## src/rtl/embed_filter_if.sv

```systemverilog
`default_nettype none
// +----------------------------------------------------------------------+
// | embed_filter_if : AXI-Stream pixel channel (tvalid/tready/tdata/tuser) |
// | Rev 1.0                                                                |
// +----------------------------------------------------------------------+
interface embed_filter_if #(
    parameter int PIXEL_BIT_WIDTH = 10,
    parameter int USER_WIDTH      = 2
);
    logic                       tvalid;
    logic                       tready;
    logic [PIXEL_BIT_WIDTH-1:0] tdata;
    logic [USER_WIDTH-1:0]      tuser;

    modport master (output tvalid, output tdata, output tuser, input  tready);
    modport slave  (input  tvalid, input  tdata, input  tuser, output tready);
endinterface
`default_nettype wire

```

## src/rtl/embed_filter.sv

```systemverilog
`default_nettype none
// +----------------------------------------------------------------------+
// | embed_filter : embeds a streamed IN_ROWS x IN_COLS window into a full  |
// | OUT_ROWS x OUT_COLS raster, padding everything else with FILL_VALUE.   |
// | Optional macro EMBED_SOF_CHECK_EN adds the sticky sof_err output.      |
// | Rev 1.0                                                                |
// +----------------------------------------------------------------------+
module embed_filter #(
    parameter int PIXEL_BIT_WIDTH = 10,
    parameter int USER_WIDTH      = 2,
    parameter int IN_ROWS         = 10,
    parameter int IN_COLS         = 10,
    parameter int OUT_ROWS        = 20,
    parameter int OUT_COLS        = 20,
    parameter int FILL_VALUE      = 0
) (
    input  wire                         clk,
    input  wire                         s_axis_resetn,
    input  wire                         ap_start,
    output logic                        ap_done,
    output logic                        ap_idle,
    input  wire  [$clog2(OUT_COLS)-1:0] place_x0,
    input  wire  [$clog2(OUT_ROWS)-1:0] place_y0,
    embed_filter_if.slave               s_axis,
    embed_filter_if.master              m_axis
`ifdef EMBED_SOF_CHECK_EN
    ,
    output logic                        sof_err
`endif
);

    localparam int CW = $clog2(OUT_COLS);
    localparam int RW = $clog2(OUT_ROWS);

    localparam logic [CW-1:0] c_X_MAX     = CW'(OUT_COLS - IN_COLS);
    localparam logic [RW-1:0] c_Y_MAX     = RW'(OUT_ROWS - IN_ROWS);
    localparam logic [CW-1:0] c_COL_LAST  = CW'(OUT_COLS - 1);
    localparam logic [RW-1:0] c_ROW_LAST  = RW'(OUT_ROWS - 1);
    localparam logic [CW:0]   c_IN_COLS_W = (CW+1)'(IN_COLS);
    localparam logic [RW:0]   c_IN_ROWS_W = (RW+1)'(IN_ROWS);
    localparam logic [PIXEL_BIT_WIDTH-1:0] c_FILL = PIXEL_BIT_WIDTH'(FILL_VALUE);

    typedef enum logic [1:0] {
        S_IDLE  = 2'd0,
        S_RUN   = 2'd1,
        S_DRAIN = 2'd2,
        S_DONE  = 2'd3
    } state_t;

    state_t                     r_state;
    logic [1:0]                 r_rst_sync;
    logic                       w_rst_n;
    logic [CW-1:0]              r_col;
    logic [CW-1:0]              r_x0;
    logic [RW-1:0]              r_row;
    logic [RW-1:0]              r_y0;
    logic                       r_m_tvalid;
    logic [PIXEL_BIT_WIDTH-1:0] r_m_tdata;
    logic [USER_WIDTH-1:0]      r_m_tuser;
    logic                       r_ap_done;
    logic                       r_ap_idle;

    logic [CW-1:0]              w_x0_clamp;
    logic [RW-1:0]              w_y0_clamp;
    logic                       w_in_win;
    logic                       w_free;
    logic                       w_load;
    logic                       w_last;
    logic                       w_s_tready;
    logic [USER_WIDTH-1:0]      w_tuser;

    // Reset asserts immediately but releases on a clock edge.
    always_ff @(posedge clk or negedge s_axis_resetn) begin
        if (!s_axis_resetn) begin
            r_rst_sync <= 2'b00;
        end else begin
            r_rst_sync <= {r_rst_sync[0], 1'b1};
        end
    end
    assign w_rst_n = r_rst_sync[1];

    always_comb begin
        w_x0_clamp = (place_x0 > c_X_MAX) ? c_X_MAX : place_x0;
        w_y0_clamp = (place_y0 > c_Y_MAX) ? c_Y_MAX : place_y0;
        // Upper bounds are one bit wider than the counters so they cannot wrap.
        w_in_win   = (r_state == S_RUN)
                   && (r_col >= r_x0) && ({1'b0, r_col} < ({1'b0, r_x0} + c_IN_COLS_W))
                   && (r_row >= r_y0) && ({1'b0, r_row} < ({1'b0, r_y0} + c_IN_ROWS_W));
        w_free     = !r_m_tvalid || m_axis.tready;
        w_load     = (r_state == S_RUN) && w_free && (!w_in_win || s_axis.tvalid);
        w_s_tready = w_in_win && w_free;
        w_last     = (r_col == c_COL_LAST) && (r_row == c_ROW_LAST);
        w_tuser    = '0;
        w_tuser[0] = (r_col == '0) && (r_row == '0);
        w_tuser[1] = (r_col == c_COL_LAST);
    end

    always_ff @(posedge clk or negedge w_rst_n) begin
        if (!w_rst_n) begin
            r_state    <= S_IDLE;
            r_col      <= '0;
            r_row      <= '0;
            r_x0       <= '0;
            r_y0       <= '0;
            r_m_tvalid <= 1'b0;
            r_m_tdata  <= '0;
            r_m_tuser  <= '0;
            r_ap_done  <= 1'b0;
            r_ap_idle  <= 1'b1;
        end else begin
            r_ap_done <= 1'b0;
            case (r_state)
                S_IDLE: begin
                    if (ap_start) begin
                        r_x0      <= w_x0_clamp;
                        r_y0      <= w_y0_clamp;
                        r_col     <= '0;
                        r_row     <= '0;
                        r_ap_idle <= 1'b0;
                        r_state   <= S_RUN;
                    end
                end
                S_RUN: begin
                    if (w_load) begin
                        r_m_tvalid <= 1'b1;
                        r_m_tdata  <= w_in_win ? s_axis.tdata : c_FILL;
                        r_m_tuser  <= w_tuser;
                        if (r_col == c_COL_LAST) begin
                            r_col <= '0;
                            r_row <= (r_row == c_ROW_LAST) ? '0 : r_row + RW'(1);
                        end else begin
                            r_col <= r_col + CW'(1);
                        end
                        if (w_last) begin
                            r_state <= S_DRAIN;
                        end
                    end else if (w_free) begin
                        r_m_tvalid <= 1'b0;
                    end
                end
                S_DRAIN: begin
                    if (r_m_tvalid && m_axis.tready) begin
                        r_m_tvalid <= 1'b0;
                        r_ap_done  <= 1'b1;
                        r_state    <= S_DONE;
                    end
                end
                S_DONE: begin
                    r_ap_idle <= 1'b1;
                    r_state   <= S_IDLE;
                end
                default: r_state <= S_IDLE;
            endcase
        end
    end

    assign s_axis.tready = w_s_tready;
    assign m_axis.tvalid = r_m_tvalid;
    assign m_axis.tdata  = r_m_tdata;
    assign m_axis.tuser  = r_m_tuser;
    assign ap_done       = r_ap_done;
    assign ap_idle       = r_ap_idle;

`ifdef EMBED_SOF_CHECK_EN
    logic r_sof_err;
    logic r_first_win;
    logic w_unused_tuser;

    assign w_unused_tuser = ^s_axis.tuser[USER_WIDTH-1:1];

    // Only the first accepted window beat of a frame may carry SOF.
    always_ff @(posedge clk or negedge w_rst_n) begin
        if (!w_rst_n) begin
            r_sof_err   <= 1'b0;
            r_first_win <= 1'b0;
        end else if ((r_state == S_IDLE) && ap_start) begin
            r_sof_err   <= 1'b0;
            r_first_win <= 1'b1;
        end else if (s_axis.tvalid && w_s_tready) begin
            r_first_win <= 1'b0;
            if (s_axis.tuser[0] != r_first_win) begin
                r_sof_err <= 1'b1;
            end
        end
    end

    assign sof_err = r_sof_err;
`else
    logic w_unused_tuser;
    assign w_unused_tuser = ^s_axis.tuser;
`endif

endmodule
`default_nettype wire

```

## src/flat_wrapper.sv

```systemverilog
// flat-port wrapper written by rule: the top's interface ports become plain ports
module embed_filter_flat 
#(
    parameter int PIXEL_BIT_WIDTH = 10,
    parameter int USER_WIDTH      = 2,
    parameter int IN_ROWS         = 10,
    parameter int IN_COLS         = 10,
    parameter int OUT_ROWS        = 20,
    parameter int OUT_COLS        = 20,
    parameter int FILL_VALUE      = 0
)
  (clk, s_axis_resetn, ap_start, ap_done, ap_idle, place_x0, place_y0, s_axis_tvalid, s_axis_tdata, s_axis_tuser, s_axis_tready, m_axis_tvalid, m_axis_tdata, m_axis_tuser, m_axis_tready);
  embed_filter_if #(.PIXEL_BIT_WIDTH(PIXEL_BIT_WIDTH), .USER_WIDTH(USER_WIDTH)) s_axis_i ();
  embed_filter_if #(.PIXEL_BIT_WIDTH(PIXEL_BIT_WIDTH), .USER_WIDTH(USER_WIDTH)) m_axis_i ();
  input  wire clk;
  input  wire s_axis_resetn;
  input  wire ap_start;
  output logic ap_done;
  output logic ap_idle;
  input  wire  [$clog2(OUT_COLS)-1:0] place_x0;
  input  wire  [$clog2(OUT_ROWS)-1:0] place_y0;
  input wire logic [$bits(s_axis_i.tvalid)-1:0] s_axis_tvalid;
  input wire logic [$bits(s_axis_i.tdata)-1:0] s_axis_tdata;
  input wire logic [$bits(s_axis_i.tuser)-1:0] s_axis_tuser;
  output wire logic [$bits(s_axis_i.tready)-1:0] s_axis_tready;
  output wire logic [$bits(m_axis_i.tvalid)-1:0] m_axis_tvalid;
  output wire logic [$bits(m_axis_i.tdata)-1:0] m_axis_tdata;
  output wire logic [$bits(m_axis_i.tuser)-1:0] m_axis_tuser;
  input wire logic [$bits(m_axis_i.tready)-1:0] m_axis_tready;
  assign s_axis_i.tvalid = s_axis_tvalid;
  assign s_axis_i.tdata = s_axis_tdata;
  assign s_axis_i.tuser = s_axis_tuser;
  assign s_axis_tready = s_axis_i.tready;
  assign m_axis_tvalid = m_axis_i.tvalid;
  assign m_axis_tdata = m_axis_i.tdata;
  assign m_axis_tuser = m_axis_i.tuser;
  assign m_axis_i.tready = m_axis_tready;
  embed_filter #(.PIXEL_BIT_WIDTH(PIXEL_BIT_WIDTH), .USER_WIDTH(USER_WIDTH), .IN_ROWS(IN_ROWS), .IN_COLS(IN_COLS), .OUT_ROWS(OUT_ROWS), .OUT_COLS(OUT_COLS), .FILL_VALUE(FILL_VALUE)) u_core (.clk(clk), .s_axis_resetn(s_axis_resetn), .ap_start(ap_start), .ap_done(ap_done), .ap_idle(ap_idle), .place_x0(place_x0), .place_y0(place_y0), .s_axis(s_axis_i), .m_axis(m_axis_i));
endmodule
```

## config.mk

```make
export PLATFORM = sky130hd
export DESIGN_NAME = embed_filter_flat
export DESIGN_NICKNAME = d
export VERILOG_FILES = /design/src/rtl/embed_filter_if.sv /design/src/rtl/embed_filter.sv /design/src/flat_wrapper.sv
export SDC_FILE = /design/constraint.sdc
export NUM_CORES = 1
export LEC_CHECK = 0
export CORE_ASPECT_RATIO = 0.6
export CORE_MARGIN = 2
export CORE_UTILIZATION = 25
export DETAILED_ROUTE_END_ITERATION = 7
export PLACE_DENSITY = 0.52
export REMOVE_ABC_BUFFERS = 1
export SETUP_SLACK_MARGIN = 0.2
export SKIP_CTS_REPAIR_TIMING = 1
export SLEW_MARGIN = 40
export SYNTH_ARGS = -nofsm -noshare
export SYNTH_HDL_FRONTEND = slang
export SYNTH_SLANG_ARGS = --single-unit
```

## constraint.sdc

```tcl
create_clock -name clk -period 5.9 [get_ports clk]
set_input_delay 0.885 -clock clk [delete_from_list [all_inputs] [get_ports clk]]
set_output_delay 0.885 -clock clk [all_outputs]
set_load 0.03 [all_outputs]
```

# [Word-level counts from Yosys, hierarchy flattened]
# Cells that the tools add are included.
# W data, S select, Z words.
[word_totals] reg_bits=39 latch_bits=0 ram_bits=0 rom_bits=0 input_bits=27 out_inout_bits=16 mem_count=0
[op_classes] addsub=4 multipliers=0 n_div=0 n_lt_le_gt_ge=6 eq_ne=11 shift=0 n_mux=24 n_bitwise=0 reduce_logical=27
[ops] operator="$mux W5" n=8
[ops] operator="$pmux W5 S2" n=2
[ops] operator="$add A5 B4 Y6 const B" n=2
[ops] operator="$lt A5 B6 Y1" n=2
[ops] operator="$add A5 B1 Y5 const B" n=2
[ops] operator="$eq A5 B5 Y1 const B" n=2
[ops] operator="$ge A5 B5 Y1" n=2
[ops] operator="$gt A5 B4 Y1 const B" n=2
[ops] operator="$logic_and A1 B1 Y1" n=10
[ops] operator="$logic_not A5 Y1" n=2
[ops] operator="$mux W10" n=1
[ops] operator="$mux W2" n=4
[ops] operator="$ne A2 B1 Y1 const B" n=4
[ops] operator="$pmux W2 S4" n=1
[ops] operator="$reduce_and A4 Y1" n=2
[ops] operator="$mux W1" n=6
[ops] operator="$reduce_and A2 Y1" n=3
[ops] operator="$reduce_and A3 Y1" n=2
[ops] operator="$reduce_bool A2 Y1" n=3
[ops] operator="$eq A2 B2 Y1 const B" n=2
[ops] operator="$pmux W1 S2" n=2
[ops] operator="$ne A3 B1 Y1 const B" n=1
[ops] operator="$eq A2 B1 Y1 const B" n=1
[ops] operator="$logic_not A1 Y1" n=2
[ops] operator="3 further kinds" n=4

# [Logic depth before layout (Yosys ltp)]
# Gate-level depths: netlist of the first run.
[logic_depth] depth_word=10 ltp_mapped=11 mapped_depth_nobuf=9

# [Least setup slack after synthesis of the first run]
# No wires, ideal clock.
[synth_path] path_type="register -> output" start="register u_core.r_x0[1]" end="output s_axis_tready" arrival_ns=2.325 required_ns=5.015 path_slack_ns=2.690 stages_incl_launch_ff=9 n_path_buf=0 path_cell_list="dfrtp_1 -> ha_1 -> xor2_1 -> ha_1 -> a211o_2 -> a31o_4 -> a22oi_2 -> nand3_2 -> nor2_1"
[synth_between] elab_chain_cells=6 elab_cells_between_ends=8
[synth_rtl] element="start, declared" line="embed_filter.sv:54" text="logic [CW-1:0] r_x0;"
[synth_rtl] element="start signal, assigned" line="embed_filter.sv:115" text="r_x0 <= w_x0_clamp;"
[synth_rtl] element="$add A5 B4 Y6 or $ge A5 B5 Y1 (tied branches)" line="embed_filter.sv:87" text="&& (r_col >= r_x0) && ({1'b0, r_col} < ({1'b0, r_x0} + c_IN_COLS_W))"
[synth_rtl] element="$lt A5 B6 Y1 or $logic_and A1 B1 Y1 (tied branches)" line="embed_filter.sv:87"
[synth_rtl] element="$logic_and A1 B1 Y1 *" line="embed_filter.sv:87"
[synth_rtl] element="$logic_and A1 B1 Y1 * (2 in a row)" line="embed_filter.sv:88" text="&& (r_row >= r_y0) && ({1'b0, r_row} < ({1'b0, r_y0} + c_IN_ROWS_W));"
[synth_rtl] element="$logic_and A1 B1 Y1 *" line="embed_filter.sv:91" text="w_s_tready = w_in_win && w_free;"
[synth_rtl] element="end, declared" line="flat_wrapper.sv:25" text="output wire logic [$bits(s_axis_i.tready)-1:0] s_axis_tready;"
# Every way passes the cells marked *; elsewhere a longest branch is shown, timed or not.

# [Worst setup path in the final report of the first run]
[layout_path] start="register u_core.r_y0[1]" end="output s_axis_tready"
[layout_between] elab_chain_cells=4 elab_cells_between_ends=6
[layout_rtl] element="start, declared" line="embed_filter.sv:56" text="logic [RW-1:0] r_y0;"
[layout_rtl] element="start signal, assigned" line="embed_filter.sv:116" text="r_y0 <= w_y0_clamp;"
[layout_rtl] element="$add A5 B4 Y6 or $ge A5 B5 Y1 (tied branches)" line="embed_filter.sv:88"
[layout_rtl] element="$lt A5 B6 Y1 or $logic_and A1 B1 Y1 (tied branches)" line="embed_filter.sv:88"
[layout_rtl] element="$logic_and A1 B1 Y1 *" line="embed_filter.sv:88"
[layout_rtl] element="$logic_and A1 B1 Y1 *" line="embed_filter.sv:91"
# Marks and branches as above.

==> results of run 1 <==
[routing by layer]
| metal | GRT usage, % | wire length [um] | vias up |
|---|---|---|---|
| met5 | 0 | 0 | - |
| met4 | 2.87 | 57 | 0 |
| met3 | 3.42 | 212 | 7 |
| met2 | 16.6 | 2310 | 18 |
| met1 | 17.4 | 3000 | 900 |
| li1 | - | - | 933 |
[logic make-up after synthesis]
kind of cell | after synthesis | share of synthesized area [%]
buffers and inverters | 28 | 5.74
multiplexers | 7 | 3.08
XOR/XNOR | 4 | 1.46
adder cells (fa/ha/maj) | 28 | 14.6
other | 1 | 0.156
AND/OR/NAND/NOR | 57 | 13.3
flip-flops | 39 | 40.7
AO/OA/AOI/OAI | 69 | 20.9
[where the power goes]
| part | internal (W) | switching, W | leakage [nW] | total [W] |
|---|---|---|---|---|
| clock network | 0.000199 | 0.000114 | 0.0838 | 0.000313 |
| registers | 0.000324 | 0.0000548 | 0.508 | 0.000379 |
| logic | 0.000239 | 0.000309 | 0.814 | 0.000548 |
| total | 0.000763 | 0.000478 | 1.41 | 0.00124 |
[metrics by stage]
| step | util, % | instances | setup WS (ps) | cell area (um^2) | power [W] |
|---|---|---|---|---|---|
| after detailed placement | 31.7 | 399 | 2180 | 2930 | 0.000935 |
| after global placement | 31.7 | 399 | 2230 | 2930 | 0.000925 |
| after global routing | 33.5 | 407 | 1720 | 3100 | 0.00135 |
| final | 33.5 | 407 | 1890 | 3100 | 0.00124 |
| after floorplan | - | 228 | 2690 | 2360 | 0.000773 |
| after CTS | 33.5 | 407 | 1870 | 3100 | 0.00126 |
[layout make-up]
cell class	count	area [um^2]	area share, %
timing repair buffer	41	408	13.2
clock inverter	3	43.8	1.41
multi-input combinational	166	1280	41.4
tap	130	163	5.25
inverter	23	100	3.23
sequential	39	977	31.5
clock buffer	5	125	4.04
[Yosys cell counts, types with 3 or more instances]
master    instances  share of area [%]
mux2i_1           4                1.7
nor3_1            4               0.83
o31ai_1           3               0.94
ha_1             28                 15
o21ai_0          12                2.5
o21ai_1           3               0.63
nor2_1           14                2.2
inv_1            22                3.4
nand2_1          11                1.7
o211ai_1          3               0.94
or2_2             3               0.78
nand2b_1          4                1.0
nand3_1           7                1.5
a22o_1           12                4.4
dfrtp_1          38                 40
mux2_1            3                1.4
a21oi_1          12                2.5
a21o_1            3               0.94
[registers in the layout, summed over array words and instances, names as in the netlist]
| signal | count |
|---|---|
| u_core.r_rst_sync | 2 |
| u_core.ap_idle | 1 |
| u_core.r_row | 5 |
| u_core.r_x0 | 5 |
| u_core.m_axis.tvalid | 1 |
| u_core.r_state | 2 |
| u_core.ap_done | 1 |
| u_core.m_axis.tuser | 2 |
| u_core.m_axis.tdata | 10 |
| u_core.r_y0 | 5 |
| u_core.r_col | 5 |
[worst max-delay path by stage]
stage,start,endpoint,cells after the start
after floorplan,u_core.r_x0[1],s_axis_tready,8
after global placement,u_core.r_x0[1],s_axis_tready,9
after detailed placement,u_core.r_y0[1],s_axis_tready,9
after CTS,u_core.r_y0[1],s_axis_tready,9
after global routing,u_core.r_y0[1],s_axis_tready,9
final,u_core.r_y0[1],s_axis_tready,9
[cells in the final DEF (no fill, tap or decap), types with 2 or more instances in the layout]
| cell | Yosys | routed |
|---|---|---|
| ha_1 | 28 | 28 |
| o21ai_1 | 3 | 3 |
| mux2_1 | 3 | 3 |
| dfrtp_1 | 38 | 38 |
| o41ai_1 | 2 | 2 |
| a22oi_1 | 2 | 2 |
| o21ai_0 | 12 | 12 |
| mux2i_1 | 4 | 4 |
| a22o_1 | 12 | 12 |
| a21o_1 | 3 | 3 |
| nand4_1 | 2 | 2 |
| nand3_1 | 7 | 7 |
| xor2_1 | 2 | 2 |
| inv_1 | 22 | 22 |
| clkdlybuf4s50_1 | 0 | 40 |
| o211ai_1 | 3 | 3 |
| o31ai_1 | 3 | 3 |
| o21bai_1 | 2 | 2 |
| or2_2 | 3 | 3 |
| nand2b_1 | 4 | 4 |
| a21oi_1 | 12 | 12 |
| xnor2_1 | 2 | 2 |
| nor3_1 | 4 | 4 |
| clkbuf_16 | 0 | 5 |
| nand2_1 | 11 | 11 |
| nor2_1 | 14 | 14 |
==> results.py, run 1 <==
metrics = {
    "global_routing": {
        "grt_pass1_vias": 1851,
        "antenna_found_initial": 0,
        "grt_start_max_net_pins": 38,
        "grt.overflow.total": 0,
        "grt_usage_pct": 11.8,
        "grt_pass1_wl_um": 9360,
    },
    "die": {
        "io_pins": 43,
        "core-area_um2": 9260,
        "start_util_pct": 25.9,
        "die_w_um": 130,
        "die_h_um": 79.9,
        "rows": 27,
        "dieArea_um2": 10400,
    },
    "critical_path": {
        "r2r_start": "u_core.r_y0[1]",
        "crit_type": "register to output pin",
        "critPathSlowestCell": "clkdlybuf4s50_1",
        "reg2reg_depth": 9,
        "reg2reg_to": "u_core.m_axis.tuser[0]",
        "start_kind": "register",
        "r2r_slack_ps": 2680,
        "critical-path-top-delay-family": "compound AO/OA/AOI/OAI gates",
        "cpPeakStageDelay_ps": 680,
        "worstPathArrival_ps": 3120,
        "cp.required_ps": 5020,
        "worst_setup_path_end_kind": "output pin",
        "critPathMostFrequentCell": "ha_1",
        "path_buf_inv": 1,
        "cp_cell_sequence": "ha_1 -> xor2_1 -> ha_1 -> a211o_1 -> a311o_1 -> a22oi_2 -> nand3_2 -> nor2_1 -> clkdlybuf4s50_1",
        "critPathMaxFanout": 4,
    },
    "clock_network": {
        "cts_tree": "yes",
        "cts-root-buf": "clkbuf_16",
        "clkLatencyLatePin_ps": 290,
        "path_clk_slew_ps": 60,
        "clock_sinks": 39,
        "htreeDepth": 2,
        "numCtsBuffers": 5,
        "clockBufferDepth": 2,
    },
    "routing": {
        "antenna_left": 0,
        "dr.pass1.iters": 4,
        "vias_per_cell": 4.57,
        "drcViolationCount": 0,
        "post_drt_wl_per_cell_um": 13.7,
        "drtIter0Drc": 68,
        "vias": 1858,
        "routed_wl_um": 5580,
    },
    "sta": {
        "min_period_ps": 4010,
        "hold_violations": 0,
        "setup_viol": 0,
        "slew_viol_final": 0,
        "rsz0062_at_grt": "no",
        "fmax_mhz": 250,
        "hold-worst-slack_ps": 306,
        "finalClockSkew_ps": 9.64,
        "setup-tns-final_ps": 0,
        "tightest_slew_ps": 566,
        "maxSlewHeadroom_pct": 62.1,
        "fin_crit_sh_pct": 67.9,
    },
    "power": {
        "power_density_nw_per_um2": 400,
        "leakage_nw": 1.41,
        "peakVddDrop_uv": 119,
    },
    "placed_design": {
        "hpwl_um": 4160,
        "port_buffers": 40,
        "routabilityCongestion": 0.733,
    },
    "hold_path": {
        "hold_class": "register to async pin",
    },
    "flow_run": {
        "maxCapViolCount": 0,
    },
    "cells_and_area": {
        "final_layout_size_suffix_gt1_share_pct": 8.30,
        "syn2layout_area_growth_pct": 29.3,
        "fill_cells": 972,
        "nets": 331,
        "n_antenna_cell": 0,
    },
    "yosys": {
        "synth-edff-count": 0,
        "ys_ff_latch": 39,
        "syn_inst": 233,
        "synth_area_per_cell_um2": 10.3,
        "async_flop_share_pct": 100,
        "synth.distinct_cells": 57,
        "yosysSeqAreaShare_pct": 40.7,
        "yosysWarningCount": 0,
        "syn_area_um2": 2400,
        "synth_ff_type": "dfrtp_1",
    },
    "status": {
        "status": "finished clean",
    },
}
Power figures use the tool's default switching activity.
==> inputs of run 2 (changes only) <==
--- a/config.mk
+++ b/config.mk
@@ -9,7 +9,7 @@
 export CORE_MARGIN = 2
 export CORE_UTILIZATION = 25
 export DETAILED_ROUTE_END_ITERATION = 7
-export PLACE_DENSITY = 0.52
+export PLACE_DENSITY = 0.54
 export REMOVE_ABC_BUFFERS = 1
 export SETUP_SLACK_MARGIN = 0.2
 export SKIP_CTS_REPAIR_TIMING = 1
==> constraint.sdc (replaced) <==
create_clock -name clk -period 3.58 [get_ports clk]
set_input_delay 0.537 -clock clk [delete_from_list [all_inputs] [get_ports clk]]
set_output_delay 0.537 -clock clk [all_outputs]
set_load 0.03 [all_outputs]
==> results.py, run 2 (same netlist as run 1, synthesis figures left out) <==
metrics = {
    "status": {
        "status": "finished clean",
    },
    "routing": {
        "drcViolationCount": 0,
        "vias": 1880,
        "antenna_left": 0,
        "dr.pass1.iters": 4,
        "vias_per_cell": 4.57,
        "routed_wl_um": 5480,
        "drtIter0Drc": 106,
        "post_drt_wl_per_cell_um": 13.3,
    },
    "global_routing": {
        "grt.overflow.total": 0,
        "grt_pass1_wl_um": 9390,
        "grt_usage_pct": 11.5,
        "antenna_found_initial": 0,
        "grt_pass1_vias": 1894,
        "grt_start_max_net_pins": 38,
    },
    "critical_path": {
        "r2r_slack_ps": 550,
        "worstPathArrival_ps": 2610,
        "critPathMostFrequentCell": "ha_1",
        "reg2reg_depth": 9,
        "critPathSlowestCell": "dfrtp_1",
        "critical-path-top-delay-family": "compound AO/OA/AOI/OAI gates",
        "cpPeakStageDelay_ps": 420,
        "r2r_start": "u_core.r_x0[1]",
        "cp.required_ps": 3040,
        "reg2reg_to": "u_core.m_axis.tuser[0]",
        "path_buf_inv": 1,
        "start_kind": "register",
        "critPathMaxFanout": 4,
        "cp_cell_sequence": "ha_1 -> xor2_1 -> ha_1 -> a211o_2 -> a31o_4 -> a22oi_2 -> nand3_2 -> nor2_1 -> clkbuf_2",
        "crit_type": "register to output pin",
        "worst_setup_path_end_kind": "output pin",
    },
    "hold_path": {
        "hold_class": "register to async pin",
    },
    "sta": {
        "setup_viol": 0,
        "maxSlewHeadroom_pct": 61.3,
        "hold_violations": 0,
        "tightest_slew_ps": 578,
        "hold-worst-slack_ps": 298,
        "finalClockSkew_ps": 4.56,
        "fin_crit_sh_pct": 87.8,
        "rsz0062_at_grt": "no",
        "fmax_mhz": 318,
        "min_period_ps": 3140,
        "setup-tns-final_ps": 0,
        "slew_viol_final": 0,
    },
    "die": {
        "dieArea_um2": 10400,
        "start_util_pct": 25.9,
        "rows": 27,
        "core-area_um2": 9260,
        "die_h_um": 79.9,
        "die_w_um": 130,
        "io_pins": 43,
    },
    "power": {
        "power.switching_w": 0.000777,
        "pwr-share-clk_pct": 27.2,
        "leakage_nw": 1.44,
        "swShare_pct": 36.8,
        "total_power_w": 0.00211,
        "peakVddDrop_uv": 247,
        "power_density_nw_per_um2": 672,
        "p_int_w": 0.00134,
        "sequentialPowerShare_pct": 29.5,
        "p_comb_share_pct": 43.3,
    },
    "placed_design": {
        "port_buffers": 40,
        "hpwl_um": 4150,
        "routabilityCongestion": 0.771,
    },
    "clock_network": {
        "cts-root-buf": "clkbuf_16",
        "numCtsBuffers": 5,
        "cts_tree": "yes",
        "htreeDepth": 2,
        "path_clk_slew_ps": 60,
        "clkLatencyLatePin_ps": 280,
        "clockBufferDepth": 2,
        "clock_sinks": 39,
    },
    "cells_and_area": {
        "mostFrequentLayoutCells": "clkdlybuf4s50_1 (39), dfrtp_1 (38), ha_1 (28)",
        "nets": 335,
        "mostFrequentLayoutCell": "clkdlybuf4s50_1",
        "final_layout_size_suffix_gt1_share_pct": 9.61,
        "syn2layout_area_growth_pct": 31.1,
        "largest_reg_flops": 10,
        "n_antenna_cell": 0,
    },
    "flow_run": {
        "maxCapViolCount": 0,
    },
}
-- run 2: changes by cell type in the layout (fill, tap and decap cells not counted), sizes merged --
| cell | delta |
|---|---|
| clkdlybuf4s50 | -1 |
| bufinv | +1 |
| clkbuf | +2 |
| buf | +4 |
| clkinv | -2 |
-- run 2: layout make-up --
class / count / area (um^2)
Multi-Input combinational cell: 166 / 1280
Inverter: 23 / 100
Fill cell: 954 / 6110
Tap cell: 130 / 163
Sequential cell: 39 / 977
Timing Repair Buffer: 45 / 433
Clock buffer: 6 / 129
Clock inverter: 2 / 60.1
-- run 2: how the worst max path moves through the flow --
stage	from	slack, ps	cells after the start	end
after global placement	u_core.r_y0[1]	260	9	s_axis_tready
after CTS	u_core.r_y0[1]	-80	9	s_axis_tready
after detailed placement	u_core.r_y0[1]	220	9	s_axis_tready
after global routing	u_core.r_x0[1]	280	9	s_axis_tready
after floorplan	u_core.r_x0[1]	700	9	u_core.m_axis.tuser[0]
final	u_core.r_x0[1]	440	9	s_axis_tready
-- run 2: routing by layer --
metal / vias up / global-route usage, % / share of wire, % / wire (um)
li1: 942 / - / - / -
met3: 7 / 2.95 / 3.7 / 200
met5: - / 0 / 0 / 0
met2: 29 / 17.1 / 43 / 2330
met1: 902 / 16.6 / 53 / 2890
met4: 0 / 2.87 / 1.0 / 56
-- run 2: power groups by stage --
stage          clock network (W)  logic (W)  registers [W]
4_1_cts                 0.000592   0.000926       0.000623
3_5_place_dp                   0   0.000918       0.000632
6_report                0.000575   0.000914       0.000623
5_1_grt                 0.000616    0.00104       0.000640
2_1_floorplan                  0   0.000624       0.000650
3_3_place_gp                   0   0.000899       0.000628
-- run 2: worst register-to-register path, stage by stage, from the launching register on --
cell,delay (ps)
dfrtp_1,420
ha_1,240
xor2_1,150
ha_1,320
a211o_2,340
a31o_4,210
a22oi_2,200
and4_1,410
or3_4,290
mux2_1,330
-- run 2: per-stage QoR --
stage          worst slack, ps  utilization (%)  instances  area (um^2)
2_1_floorplan              699                -        228         2360
3_3_place_gp               260             32.0        403         2960
3_5_place_dp               221             32.0        403         2960
4_1_cts                  -81.4             34.0        411         3150
5_1_grt                    284             34.0        411         3150
6_report                   435             34.0        411         3150
==> inputs of run 3 (changes only) <==
--- a/config.mk
+++ b/config.mk
@@ -5,11 +5,14 @@
 export SDC_FILE = /design/constraint.sdc
 export NUM_CORES = 1
 export LEC_CHECK = 0
+export CELL_PAD_IN_SITES_DETAIL_PLACEMENT = 0
+export CELL_PAD_IN_SITES_GLOBAL_PLACEMENT = 1
 export CORE_ASPECT_RATIO = 0.6
 export CORE_MARGIN = 2
 export CORE_UTILIZATION = 25
+export CTS_CLUSTER_SIZE = 25
 export DETAILED_ROUTE_END_ITERATION = 7
-export PLACE_DENSITY = 0.54
+export PLACE_DENSITY = 0.63
 export REMOVE_ABC_BUFFERS = 1
 export SETUP_SLACK_MARGIN = 0.2
 export SKIP_CTS_REPAIR_TIMING = 1
==> results.py, run 3 (same netlist as run 1, synthesis figures left out) <==
metrics = {
    "status": {
        "status": "finished clean",
    },
    "placed_design": {
        "dp_cells": 403,
        "place_area_um2": 2960,
        "routabilityCongestion": 0.764,
        "hpwl_um": 4260,
        "port_buffers": 40,
    },
    "sta": {
        "setup_viol": 0,
        "maxSlewHeadroom_pct": 58.9,
        "fin_crit_sh_pct": 88.4,
        "tightest_slew_ps": 613,
        "finalClockSkew_ps": 5.20,
        "min_period_ps": 3170,
        "rsz0062_at_grt": "no",
        "setup-tns-final_ps": 0,
        "fmax_mhz": 316,
        "hold_violations": 0,
        "slew_viol_final": 0,
    },
    "power": {
        "leakage_nw": 1.41,
        "peakVddDrop_uv": 211,
        "power_density_nw_per_um2": 638,
    },
    "cells_and_area": {
        "mostFrequentLayoutCell": "clkdlybuf4s50_1",
        "final_layout_size_suffix_gt1_share_pct": 9.96,
        "largest_reg_flops": 10,
        "syn2layout_area_growth_pct": 29.3,
        "fill_cells": 966,
        "n_antenna_cell": 0,
        "stdcell_area_um2": 3100,
        "mostFrequentLayoutCells": "clkdlybuf4s50_1 (39), dfrtp_1 (38), ha_1 (28)",
        "stdcell_count": 411,
        "nets": 335,
    },
    "die": {
        "rows": 27,
        "die_w_um": 130,
        "start_util_pct": 25.9,
        "io_pins": 43,
        "dieArea_um2": 10400,
        "core-area_um2": 9260,
        "die_h_um": 79.9,
    },
    "routing": {
        "drcViolationCount": 0,
        "vias": 1863,
        "dr_wl_met3_um": 259,
        "vias_per_cell": 4.53,
        "met1_length_um": 3210,
        "routed_wl_um": 5640,
        "post_drt_wl_per_cell_um": 13.7,
        "drtIter0Drc": 100,
        "highest_layer": "met4",
        "antenna_left": 0,
        "met2WireLength_um": 2140,
        "dr.pass1.iters": 4,
    },
    "clock_network": {
        "cts_tree": "yes",
        "clkLatencyLatePin_ps": 290,
        "clock_sinks": 39,
        "cts-root-buf": "clkbuf_16",
        "clockBufferDepth": 2,
        "path_clk_slew_ps": 60,
        "numCtsBuffers": 5,
        "htreeDepth": 2,
    },
    "global_routing": {
        "grt_pass1_wl_um": 9400,
        "grt_start_max_net_pins": 38,
        "antenna_found_initial": 0,
        "grt.overflow.total": 0,
        "grt_usage_pct": 11.8,
        "grt_pass1_vias": 1830,
    },
    "critical_path": {
        "r2r_start": "u_core.r_x0[1]",
        "cp.required_ps": 3040,
        "worstPathArrival_ps": 2630,
        "critPathMaxFanout": 4,
        "reg2reg_to": "u_core.m_axis.tuser[0]",
        "reg2reg_depth": 9,
        "r2r_slack_ps": 550,
        "worst_setup_path_end_kind": "output pin",
        "crit_type": "register to output pin",
        "start_kind": "register",
    },
    "hold_path": {
        "hold_class": "register to async pin",
    },
    "flow_run": {
        "maxCapViolCount": 0,
    },
}
-- run 3: metrics by stage --
step	setup WS (ps)	utilization [%]	hold slack, ps	total power [W]
final	414	33.5	305	0.00198
after global routing	278	33.5	365	0.00217
after CTS	-101	33.6	330	0.00201
after detailed placement	218	32.0	328	0.00155
after global placement	266	32.0	322	0.00154
after floorplan	699	-	241	0.00127
-- run 3: worst max-delay path, stage by stage (launching register included) --
cell and delay [ps]:
dfrtp_1 420, ha_1 250, xor2_1 150, ha_1 320, a211o_2 340, a31o_4 210
a22oi_2 200, nand3_2 130, nor2_1 110, clkbuf_2 210
-- run 3: how the worst max path moves through the flow --
| stage | startpoint | to | cells after the start |
|---|---|---|---|
| 2_1_floorplan | u_core.r_x0[1] | u_core.m_axis.tuser[0] | 9 |
| 3_3_place_gp | u_core.r_x0[1] | s_axis_tready | 9 |
| 3_5_place_dp | u_core.r_x0[1] | s_axis_tready | 9 |
| 4_1_cts | u_core.r_x0[1] | s_axis_tready | 9 |
| 5_1_grt | u_core.r_x0[1] | s_axis_tready | 9 |
| 6_report | u_core.r_x0[1] | s_axis_tready | 9 |
-- run 3: routing by layer --
layer / GRT usage (%) / vias to the layer above
li1: - / 939
met4: 1.91 / 0
met1: 18.1 / 884
met2: 16.2 / 35
met3: 3.62 / 5
met5: 0 / -
-- run 3: where the power goes --
part	switching [W]	internal [W]
logic	0.000514	0.000400
registers	0.0000878	0.000535
clock network	0.000186	0.000257
total	0.000788	0.00119
-- run 3: cell type report --
class | instances | area (um^2) | share of cell area (%)
Inverter | 23 | 100 | 3.23
Clock inverter | 3 | 20.0 | 0.645
Multi-Input combinational cell | 166 | 1280 | 41.4
Clock buffer | 5 | 125 | 4.03
Tap cell | 130 | 163 | 5.24
Sequential cell | 39 | 977 | 31.5
Timing Repair Buffer | 45 | 433 | 14.0
